<file path="src/rtl/mul_pipe_stage.sv">
// One registered MUL pipeline stage: carries the product and its instruction
// metadata forward one cycle, with hold, kill and exception gating.
package mul_pipe_pkg;
    typedef struct packed {
        logic        itlb_miss;
        logic        bus_error;
        logic        addr_val;
        logic [31:0] xcpt_addr;
    } fetch_xcpt_t;

    typedef struct packed {
        logic        illegal_instr;
        logic [31:0] xcpt_pc;
    } decode_xcpt_t;

    typedef struct packed {
        logic        xcpt_overflow;
        logic [31:0] xcpt_pc;
    } mul_xcpt_t;
endpackage

module mul_pipe_stage
    import mul_pipe_pkg::*;
#(
    parameter int PC_WIDTH     = 32,
    parameter int DATA_WIDTH   = 64,
    parameter int ADDR_WIDTH   = 5,
    parameter int ROB_ID_WIDTH = 3
) (
    input  logic                    clock,
    input  logic                    reset,
    input  logic                    flush,
    input  logic                    stall,
    input  logic                    instr_valid_in,
    input  logic [ROB_ID_WIDTH-1:0] instr_id_in,
    input  logic [PC_WIDTH-1:0]     program_counter_in,
    input  logic [ADDR_WIDTH-1:0]   dest_reg_in,
    input  logic [DATA_WIDTH-1:0]   data_result_in,
    input  fetch_xcpt_t             xcpt_fetch_in,
    input  decode_xcpt_t            xcpt_decode_in,
    input  mul_xcpt_t               xcpt_mul_in,
    output logic                    instr_valid_out,
    output logic [ROB_ID_WIDTH-1:0] instr_id_out,
    output logic [PC_WIDTH-1:0]     program_counter_out,
    output logic [ADDR_WIDTH-1:0]   dest_reg_out,
    output logic [DATA_WIDTH-1:0]   data_result_out,
    output fetch_xcpt_t             xcpt_fetch_out,
    output decode_xcpt_t            xcpt_decode_out,
    output mul_xcpt_t               xcpt_mul_out
);

    logic                    valid_q,  valid_d;
    logic [ROB_ID_WIDTH-1:0] id_q,     id_d;
    logic [PC_WIDTH-1:0]     pc_q,     pc_d;
    logic [ADDR_WIDTH-1:0]   dest_q,   dest_d;
    logic [DATA_WIDTH-1:0]   data_q,   data_d;
    fetch_xcpt_t             xfetch_q, xfetch_d;
    decode_xcpt_t            xdec_q,   xdec_d;
    mul_xcpt_t               xmul_q,   xmul_d;

    // Flush beats stall; payload simply holds on flush since it is don't-care once valid drops.
    always_comb begin
        valid_d  = valid_q;
        id_d     = id_q;
        pc_d     = pc_q;
        dest_d   = dest_q;
        data_d   = data_q;
        xfetch_d = xfetch_q;
        xdec_d   = xdec_q;
        xmul_d   = xmul_q;
        if (flush) begin
            valid_d  = 1'b0;
            xfetch_d = '0;
            xdec_d   = '0;
            xmul_d   = '0;
        end else if (!stall) begin
            valid_d  = instr_valid_in;
            id_d     = instr_id_in;
            pc_d     = program_counter_in;
            dest_d   = dest_reg_in;
            data_d   = data_result_in;
            xfetch_d = instr_valid_in ? xcpt_fetch_in  : '0;
            xdec_d   = instr_valid_in ? xcpt_decode_in : '0;
            xmul_d   = instr_valid_in ? xcpt_mul_in    : '0;
        end
    end

    always_ff @(posedge clock or negedge reset) begin
        if (!reset) begin
            valid_q  <= 1'b0;
            id_q     <= '0;
            pc_q     <= '0;
            dest_q   <= '0;
            data_q   <= '0;
            xfetch_q <= '0;
            xdec_q   <= '0;
            xmul_q   <= '0;
        end else begin
            valid_q  <= valid_d;
            id_q     <= id_d;
            pc_q     <= pc_d;
            dest_q   <= dest_d;
            data_q   <= data_d;
            xfetch_q <= xfetch_d;
            xdec_q   <= xdec_d;
            xmul_q   <= xmul_d;
        end
    end

    assign instr_valid_out     = valid_q;
    assign instr_id_out        = id_q;
    assign program_counter_out = pc_q;
    assign dest_reg_out        = dest_q;
    assign data_result_out     = data_q;
    assign xcpt_fetch_out      = xfetch_q;
    assign xcpt_decode_out     = xdec_q;
    assign xcpt_mul_out        = xmul_q;

endmodule

</file>
<file path="config.mk">
export PLATFORM = sky130hd
export DESIGN_NAME = mul_pipe_stage
export DESIGN_NICKNAME = d
export VERILOG_FILES = /design/src/rtl/mul_pipe_stage.sv
export SDC_FILE = /design/constraint.sdc
export NUM_CORES = 1
export LEC_CHECK = 0
export CORE_AREA = 2 2 160 162
export DETAILED_ROUTE_END_ITERATION = 8
export DIE_AREA = 0 0 162 164
export HOLD_SLACK_MARGIN = 0.05
export PLACE_DENSITY = 0.68
export RECOVER_POWER = 100
export SLEW_MARGIN = 20
export SYNTH_ARGS = -nofsm -noshare
export SYNTH_HDL_FRONTEND = slang
export SYNTH_SLANG_ARGS = --single-unit
</file>
<file path="constraint.sdc">
create_clock -name clock -period 0.8 [get_ports clock]
set_input_delay 0.2 -clock clock [delete_from_list [all_inputs] [get_ports clock]]
set_output_delay 0.2 -clock clock [all_outputs]
set_load 0.005 [all_outputs]
</file>
==> metrics.md <==
| Metric | Value |
|---|---|
| Longest individual stage delay on the worst path | 410 ps |
| PwrDens | 2030 nW/um^2 |
| Vias in the first global route | 6454 |
| Setup ws final | -452 ps |
| DR DRC count | 0 |
| Actual transition at the worst max-transition pin | 489 ps |
| DRT antenna net count | 0 |
| Worst path bufs/invs | 1 |
| Routed wire length per instance | 18.5 um |
| Top-count cell post-synth | sky130_fd_sc_hd__dfrtp_1 |
| Cells taking the most area after synthesis | sky130_fd_sc_hd__dfrtp_1 (68%), sky130_fd_sc_hd__mux2_2 (15%), sky130_fd_sc_hd__a32o_1 (13%) |
| Proportion of synthesized flip-flops having asynchronous set or reset | 100% |
| Required time reported for the critical path endpoint | 600 ps |
| Die Height | 164 um |
| Synth cell count leaders | sky130_fd_sc_hd__dfrtp_1 (206), sky130_fd_sc_hd__mux2_2 (104), sky130_fd_sc_hd__a32o_1 (100) |
| Post-synthesis net count | 673 |
| Final net count | 1205 |
| Setup repair after global routing missed its margin | yes |
| Xor and xnor fraction of the mapped netlist area | 0% |
| Share of the synthesized area in compound gates (AO/OA/AOI/OAI) | 13.2% |
| Buffers added on ports | 415 |
| Core region area | 24800 sq um |
| Setup CP Type | reg -> out |
| Initial Utilization | 30.7% |
| Share of layout cells above drive strength 1 | 48.2% |
| Post-synthesis instance area | 7620 sq um |
| Dominant delay contributor by cell family on the critical path | flip-flops |
| Global-route wire length before repair | 36200 um |
| Synthesized area divided by synthesized cell count | 16.4 sq um |
| Setup crit end kind | output pin |
| Final number of max-transition violations | 0 |
| Clock Sink Count | 206 |
| Cell at the slowest stage of the critical path | sky130_fd_sc_hd__dfrtp_1 |
| All-layer global routing usage | 17.2% |
| IO Pins | 416 |
| Place WS | -917 ps |
| Total wire length | 24700 um |
| Number of buffers inserted during clock tree synthesis | 24 |
| Number of flip-flops and latches in the synthesized netlist | 206 |
| Number of cell rows | 58 |
| Die Outline Area | 26600 sq um |
| CP Data Arrival Time | 1050 ps |
| Number of distinct library cells after synthesis | 16 |
| Routed via count divided by cell count | 4.77 |
| Kind of start point of the critical path | flop |
| Detailed router's first-iteration violation count | 317 |
| Endpoints failing hold | 0 |
| Cells after Synth | 463 |
| Most used DFF post-synth | sky130_fd_sc_hd__dfrtp_1 |
| Buffer cell driving the clock tree root | sky130_fd_sc_hd__clkbuf_16 |
| Buffers from clock root to sink, at most | 3 |
| Final critical delay including setup and external delays | 1250 ps |
| Post-synthesis share of cell area spent on and, or, nand and nor gates | 0.444% |
| Leak pwr | 6.40 nW |
| Adder-cell area share of the yosys netlist | 0% |
| Final worst-path cycle share | 157% |
| Number of H-tree levels | 1 |
| Synthesis-to-finish area growth | 75.8% |
| Main combinational cell family by area after synthesis | multiplexers |
| Clock transition at the registers of the reported paths | 60 ps |
| Highest Clock Rate | 799 MHz |
| Mux share of post-synthesis cell area | 15.5% |
| Worst rel slew slack | 67.4% |
| Initial DRT Pass Iterations | 4 |
| Proportion of synthesized chip area in sequential cells | 67.7% |
| Clock tree from TritonCTS | built |
| Vias | 6377 |
| Biggest area consumer among synthesized cells | sky130_fd_sc_hd__dfrtp_1 |
| Total of fill cells in the finished design | 2143 |
| Number of enable-type register cells in the synthesized netlist | 0 |
| Violations in the final reports | setup timing |
| Crit path max fanout | 2 |
| Final RePlAce weighted congestion | 0.761 |
| Max-capacitance violation count | 0 |
| Min-Delay Path Class | in -> reg |
| Total power of the final layout | 0.0272 W |
| Hold Crit Depth | 4 |
| GRT Residual Overflow | 0 |
| Register-to-register setup slack | -150 ps |
| Pin count of the biggest net entering global routing | 66 |
| Largest voltage drop on the vdd net | 1480 uV |
| Setup violation total in the final timing report | 386 |
| Setup clock skew after layout | 0 ps |
| Clock latency of the later-clocked register in the worst-skew pair | 490 ps |
| Number of cell instances on the worst register-to-register path | 3 |
| Outcome | complete, but fails checks |
| Post-route worst hold slack | 81.7 ps |
| DIE WIDTH | 162 um |
| Total number of cells along the worst setup path | 1 |
| Ordered cell list for the critical path | buf_2 |
| DPL Wire Length | 17100 um |
| Number of warning messages in the yosys log | 0 |
| Area fraction of the dominant cell type after synthesis | 67.7% |
| Number of antenna violations at the first check in global routing | 1 |
## cells in the final DEF (no fill, tap or decap)
cell,count
sky130_fd_sc_hd__a21oi_2,1
sky130_fd_sc_hd__a32o_1,100
sky130_fd_sc_hd__buf_12,19
sky130_fd_sc_hd__buf_16,5
sky130_fd_sc_hd__buf_2,204
sky130_fd_sc_hd__buf_4,73
sky130_fd_sc_hd__buf_6,34
sky130_fd_sc_hd__buf_8,3
sky130_fd_sc_hd__bufbuf_16,1
sky130_fd_sc_hd__clkbuf_1,3
sky130_fd_sc_hd__clkbuf_16,26
sky130_fd_sc_hd__clkbuf_2,1
sky130_fd_sc_hd__clkbuf_4,2
sky130_fd_sc_hd__clkbuf_8,4
sky130_fd_sc_hd__clkdlybuf4s50_1,205
sky130_fd_sc_hd__clkinv_2,4
sky130_fd_sc_hd__clkinv_4,2
sky130_fd_sc_hd__dfrtp_1,206
sky130_fd_sc_hd__diode_2,1
sky130_fd_sc_hd__dlygate4sd2_1,1
sky130_fd_sc_hd__dlygate4sd3_1,1
sky130_fd_sc_hd__inv_2,1
sky130_fd_sc_hd__mux2_1,3
sky130_fd_sc_hd__mux2_2,54
sky130_fd_sc_hd__mux2_4,47
sky130_fd_sc_hd__mux2i_1,1
sky130_fd_sc_hd__nand2_2,1
sky130_fd_sc_hd__nand3b_1,1
sky130_fd_sc_hd__nor2_1,1
sky130_fd_sc_hd__nor2_4,1
sky130_fd_sc_hd__nor2b_2,1
sky130_fd_sc_hd__nor2b_4,1
## metal layers
metal / track usage, % / up-vias / routed length [um]
li1: - / 2859 / -
met1: 20.5 / 3213 / 9450
met2: 30.5 / 266 / 12800
met3: 4.65 / 39 / 1930
met4: 5.31 / 0 / 588
met5: 0 / - / 0
## per-stage QoR
stage / instances / utilization [%] / setup TNS (ps) / cell area [sq um]
global route: 1338 / 53.9 / -111240 / 13400
CTS: 1310 / 52.5 / -93540 / 13000
detailed placement: 1220 / 51.0 / -226030 / 12700
global placement: 1220 / 51.0 / -223460 / 12700
floorplan: 463 / - / -58360 / 7730
finish: 1338 / 53.9 / -89370 / 13400
## what timing repair did
| item | in CTS | in global routing |
|---|---|---|
| setup buffers | 50 | 47 |
| gates resized for setup | 873 | 57 |
| setup endpoints to repair | 411 | 309 |
| endpoints found under the hold margin | 206 | 0 |
| hold buffers | 1 | 0 |
| pin swaps | 25 | 24 |
| gates cloned | 6 | 1 |
## state kept, by name, summed over array words and instances, names as in the netlist
| signal | cells |
|---|---|
| xcpt_fetch_out | 35 |
| program_counter_out | 32 |
| dest_reg_out | 5 |
| xcpt_decode_out | 33 |
| instr_id_out | 3 |
| instr_valid_out | 1 |
| data_result_out | 64 |
| xcpt_mul_out | 33 |
## area by class of cell
cell class	instances	area [sq um]	area share (%)
diodes	1	2.50	0.0187
inverters	1	3.75	0.0280
well taps	330	413	3.08
multi-input cells	212	2420	18.1
flip-flops and latches	206	5150	38.5
clock buffers	32	692	5.17
repair buffers	550	4660	34.8
clock inverters	6	37.5	0.280
## final timing paths
| check | from | endpoint |
|---|---|---|
| min | flush | xcpt_fetch_out[30]$_DFFE_PN0P_ |
| min reg2reg | xcpt_mul_out[17]$_DFFE_PN0P_ | xcpt_mul_out[17]$_DFFE_PN0P_ |
| max reg2reg | xcpt_fetch_out[19]$_DFFE_PN0P_ | xcpt_fetch_out[19]$_DFFE_PN0P_ |
| max | data_result_out[35]$_DFFE_PN0P_ | data_result_out[35] |
| min in group asynchronous | reset | xcpt_mul_out[3]$_DFFE_PN0P_ |
| max in group asynchronous | reset | data_result_out[38]$_DFFE_PN0P_ |
## cell families (layout without fill, tap and decap cells)
family          Yosys count  after routing
flops                   206            206
simple gates              6              6
other cells               0              1
mux                     105            105
compound gates          101            101
buf+inv                  45            589
## power by group
part | internal, W | leakage [nW] | switching [W]
clock | 0.00600 | 0.364 | 0.00413
combinational | 0.00337 | 3.42 | 0.00181
sequential | 0.0114 | 2.61 | 0.000507
total | 0.0208 | 6.40 | 0.00645
No activity file was read; power rests on OpenSTA's default activity.
